## src/rtl/uart_tx_serializer.sv

```systemverilog
// rtl/uart_tx_serializer.sv - UART transmit serializer: start, data LSB first, optional parity, stop
module uart_tx_serializer #(
    parameter int WORD_LENGHT = 8,
    parameter int FREQUENCY   = 50000000,
    parameter int BAUDRATE    = 9600,
    parameter int PARITY_EN   = 0,
    parameter int PARITY_ODD  = 0
) (
    input  logic                   clk,
    input  logic                   rst,
    input  logic [WORD_LENGHT-1:0] TX_in,
    input  logic                   send,
    output logic                   TX_out,
    output logic                   busy,
    output logic                   done
);

    localparam int BAUD_DIV = FREQUENCY / BAUDRATE;
    localparam int BAUD_W   = (BAUD_DIV > 2) ? $clog2(BAUD_DIV) : 1;
    localparam int BIT_W    = $clog2(WORD_LENGHT + 1);

    localparam logic [BAUD_W-1:0] BAUD_LAST = BAUD_W'(BAUD_DIV - 1);
    localparam logic [BIT_W-1:0]  BIT_LAST  = BIT_W'(WORD_LENGHT - 1);
    localparam logic              ODD_BIT   = (PARITY_ODD != 0);

    typedef enum logic [2:0] {
        S_IDLE   = 3'd0,
        S_START  = 3'd1,
        S_DATA   = 3'd2,
        S_PARITY = 3'd3,
        S_STOP   = 3'd4
    } state_t;

    state_t                 state, state_next;
    logic [BAUD_W-1:0]      baud_cnt, baud_next;
    logic [BIT_W-1:0]       bit_cnt, bit_next;
    logic [WORD_LENGHT-1:0] shreg, shreg_next;
    logic                   parity_bit, parity_next;
    logic                   line_q, line_next;
    logic                   bit_end;

    // State and datapath registers; the line is registered from the next
    // state so it falls on the same edge that accepts a request.
    always_ff @(posedge clk or posedge rst) begin
        if (rst) begin
            state      <= S_IDLE;
            baud_cnt   <= '0;
            bit_cnt    <= '0;
            shreg      <= '0;
            parity_bit <= 1'b0;
            line_q     <= 1'b1;
        end else begin
            state      <= state_next;
            baud_cnt   <= baud_next;
            bit_cnt    <= bit_next;
            shreg      <= shreg_next;
            parity_bit <= parity_next;
            line_q     <= line_next;
        end
    end

    // Next-state, counter and shift-register update, plus next line level.
    always_comb begin
        state_next  = state;
        baud_next   = baud_cnt + 1'b1;
        bit_next    = bit_cnt;
        shreg_next  = shreg;
        parity_next = parity_bit;
        line_next   = 1'b1;
        bit_end     = (baud_cnt == BAUD_LAST);

        case (state)
            S_IDLE: begin
                baud_next = '0;
                if (send) begin
                    shreg_next = TX_in;
                    if (PARITY_EN != 0) begin
                        parity_next = (^TX_in) ^ ODD_BIT;
                    end
                    state_next = S_START;
                end
            end
            S_START: begin
                if (bit_end) begin
                    state_next = S_DATA;
                end
            end
            S_DATA: begin
                if (bit_end) begin
                    baud_next  = '0;
                    shreg_next = shreg >> 1;
                    if (bit_cnt == BIT_LAST) begin
                        bit_next   = '0;
                        state_next = (PARITY_EN != 0) ? S_PARITY : S_STOP;
                    end else begin
                        bit_next = bit_cnt + 1'b1;
                    end
                end
            end
            S_PARITY: begin
                if (bit_end) begin
                    state_next = S_STOP;
                end
            end
            S_STOP: begin
                if (bit_end) begin
                    state_next = S_IDLE;
                end
            end
            default: begin
                state_next = S_IDLE;
            end
        endcase

        // Every bit period starts from a cleared baud counter.
        if (state_next != state) begin
            baud_next = '0;
        end

        case (state_next)
            S_START:  line_next = 1'b0;
            S_DATA:   line_next = shreg_next[0];
            S_PARITY: line_next = parity_next;
            default:  line_next = 1'b1;
        endcase
    end

    assign TX_out = line_q;
    assign busy   = (state != S_IDLE);
    assign done   = (state == S_STOP) && bit_end;

endmodule
```

## config.mk

```make
export PLATFORM = sky130hd
export DESIGN_NAME = uart_tx_serializer
export DESIGN_NICKNAME = d
export VERILOG_FILES = /design/src/rtl/uart_tx_serializer.sv
export SDC_FILE = /design/constraint.sdc
export NUM_CORES = 1
export LEC_CHECK = 0
export BUFFER_PORTS_ARGS = -buffer_cell sky130_fd_sc_hd__buf_4
export CORE_MARGIN = 1
export CORE_UTILIZATION = 46
export CTS_BUF_LIST = sky130_fd_sc_hd__clkbuf_16
export CTS_CLUSTER_DIAMETER = 30
export DETAILED_ROUTE_END_ITERATION = 16
export GPL_TIMING_DRIVEN = 0
export PLACE_DENSITY_LB_ADDON = 0.12
export SLEW_MARGIN = 25
export SYNTH_ARGS = -nofsm -noshare
export SYNTH_HDL_FRONTEND = slang
export SYNTH_SLANG_ARGS = --single-unit
```

## constraint.sdc

```tcl
create_clock -name clk -period 2.4 [get_ports clk]
set_input_delay 0.36 -clock clk [delete_from_list [all_inputs] [get_ports clk]]
set_output_delay 0.36 -clock clk [all_outputs]
set_load 0.03 [all_outputs]
```

==> results.ini <==
[cells_and_area]
antenna_cells=0
finalNonFillerCells=185
nets=166
final_layout_size_suffix_gt1_frac=0.169
fin_area_mm2=0.00165
syn2layout_area_growth_pct=19.9

[timing]
postLayoutSetupSlackWorst_ns=0.388
skew_ns=0.00315
fin_crit_ns=2.01
hold_viol=0
fmax_mhz=497
finalCritPeriodShare=0.838
rsz0062_at_grt=no
worst_pin_slew_ns=0.598
drv_slew=0
relSlewSlack=0.601
tns_ns=0
finalSetupViolCount=0

[place]
dp.cells=177
dp_hpwl_um=1830
pre_cts_slack_ns=0.618
gp_congestion=0.781
port_buffers=13
postPlaceCellArea_mm2=0.00152

[run]
maxCapViolCount=0

[floorplanning]
initial_core_util=0.492
io_pins=14
fp.dieW_um=56.8
die_area_mm2=0.00322
placementRows=19
die_y_um=56.8
core_mm2=0.00281

[hold_path]
hp-class=in2async

[setup_path]
critPathRequiredTime_ns=2.04
r2r_cells=6
end_kind=output port
r2r_start=baud_cnt[0]$_DFF_PP0_
reg2reg_to=shreg[5]$_DFFE_PP0P_
cp.arrival_ns=1.65
critPathCapture=done
crit_start=baud_cnt[0]$_DFF_PP0_
crit_fanout=5
r2r_slack_ns=0.61
setup.worst_path.class=reg2out
critPathLaunchType=flop

[route]
route.detailed.drc=0
vias=1021
dr.pass1.iters=4
drtIter0Drc=23
routed_wl_um=2620
postRouteAntennaNets=0
wire_per_inst_um=14.2
viasPerCell=5.52

[power_and_ir_drop]
power.total_mw=1.09
powerDensity_mw_per_mm2=659
vdd_ir_drop_max_mv=0.722
static-leakage-power_nw=0.831

[yosys]
ys_seq_elements=29
yosys.cell_types.count=34
syn_avg_cell_area_um2=10.4
yosysSeqAreaShare=0.527
synth_area_mm2=0.00138
yosysWarnings=0
syn-num-nets=146
syn_inst=133

[grt]
gr-total-overflow=0
grt_pass1_wl_um=4540
grt_usage=0.189
grt_antenna_before_repair=0
grt_start_max_net_pins=30
grt_pass1_vias=992

[clock_tree]
cts_tree=done
htree_levels=2
cts-root-buf=clkbuf_16
clock_sinks=29
ctsResizeCount=0
clk_latency_ns=0.27
cts-buffers-inserted=5
cts_setup_buffers=0
clk_path_buf_depth=2
path_clk_slew_ns=0.05
holdBufCountCts=0

[outcome]
status=complete, no violations

power breakdown:
group	internal (mW)	switching (mW)	total, mW
combinational	0.0104	0.0111	0.0215
sequential	0.490	0	0.490
clock	0.373	0.205	0.578
kinds of logic after synthesis:
| kind of cell | synth area share |
|---|---|
| xor+xnor | 0.0826 |
| fa+ha+maj | 0.0181 |
| simple gates | 0.225 |
| flops | 0.527 |
| mux | 0.00817 |
| compound gates | 0.110 |
| buf+inv | 0.0290 |
synth_stat cells:
cell type,number,area (um^2)
nand3_1,5,25.0
nand3b_1,1,7.51
and3b_1,1,8.76
buf_2,2,10.0
buf_4,1,7.51
o21bai_1,1,7.51
xnor2_1,12,105
nor3b_1,1,7.51
and4bb_1,2,25.0
nor3_1,3,15.0
nand2_1,14,52.6
a32o_1,1,10.0
dfrtp_1,28,701
dfstp_2,1,26.3
ha_1,2,25.0
o2111ai_1,1,8.76
nor2_1,20,75.1
nand2b_1,1,6.26
nand4_1,4,25.0
mux2_1,1,11.3
a22oi_1,1,7.51
and3_1,3,18.8
inv_1,6,22.5
and4bb_4,1,16.3
o32ai_1,1,8.76
xor2_1,1,8.76
and4_1,1,8.76
nor4_1,1,6.26
a21o_1,6,45.0
nor2_2,1,6.26
o21ai_0,1,5.00
a22o_1,6,52.6
or3_1,1,6.26
a31oi_1,1,6.26
area by class of cell:
class	instances	area (um^2)
Clock inverter	3	12.5
Multi-Input combinational cell	95	612
Clock buffer	5	125
Buffer	3	17.5
Fill cell	242	1150
Sequential cell	29	727
Inverter	6	22.5
Tap cell	31	38.8
Timing Repair Buffer	13	97.6
sequential cells by signal, summed over array words and instances, names as in the netlist:
name,flops
baud_cnt,13
shreg,8
bit_cnt,4
TX_out,1
state,3
worst max-delay path, cell delays in order (launching register included):
cell and delay [ns]:
dfrtp_1 0.38, ha_1 0.24, and4bb_1 0.32, nand3_1 0.14
nor2_1 0.13, buf_4 0.17
per-stage QoR:
step           utilization  hold slack [ns]
2_1_floorplan            -            0.437
5_1_grt              0.589            0.222
6_report             0.589            0.161
3_5_place_dp         0.540            0.467
4_1_cts              0.589            0.194
3_3_place_gp         0.540            0.462
placed cells by master, fill, tap and decap left out, drive strengths merged, types with 2 or more instances in the layout:
cell type / Yosys / final
and4bb: 3 / 3
nand4: 4 / 4
buf: 3 / 16
nor2: 21 / 21
nand3: 5 / 5
dfrtp: 28 / 28
a22o: 6 / 6
ha: 2 / 2
clkinv: 0 / 3
inv: 6 / 6
and3: 3 / 3
xnor2: 12 / 12
nand2: 14 / 14
nor3: 3 / 3
a21o: 6 / 6
clkbuf: 0 / 5
how the worst min path moves through the flow:
stage | start | to | slack (ns)
after CTS | rst | shreg[1]$_DFFE_PP0P_ | 0.19
after global placement | shreg[1]$_DFFE_PP0P_ | shreg[1]$_DFFE_PP0P_ | 0.46
after global routing | rst | baud_cnt[6]$_DFF_PP0_ | 0.22
after floorplan | rst | baud_cnt[0]$_DFF_PP0_ | 0.44
final | rst | baud_cnt[5]$_DFF_PP0_ | 0.16
after detailed placement | shreg[1]$_DFFE_PP0P_ | shreg[1]$_DFFE_PP0P_ | 0.47
per-layer routing:
metal,track usage,vias to the layer above,routed length [um]
met1,0.241,491,1270
li1,-,511,-
met4,0.0732,0,47
met5,0,-,0
met3,0.0645,6,92
met2,0.296,13,1220
(Power assumes the default switching activity.)
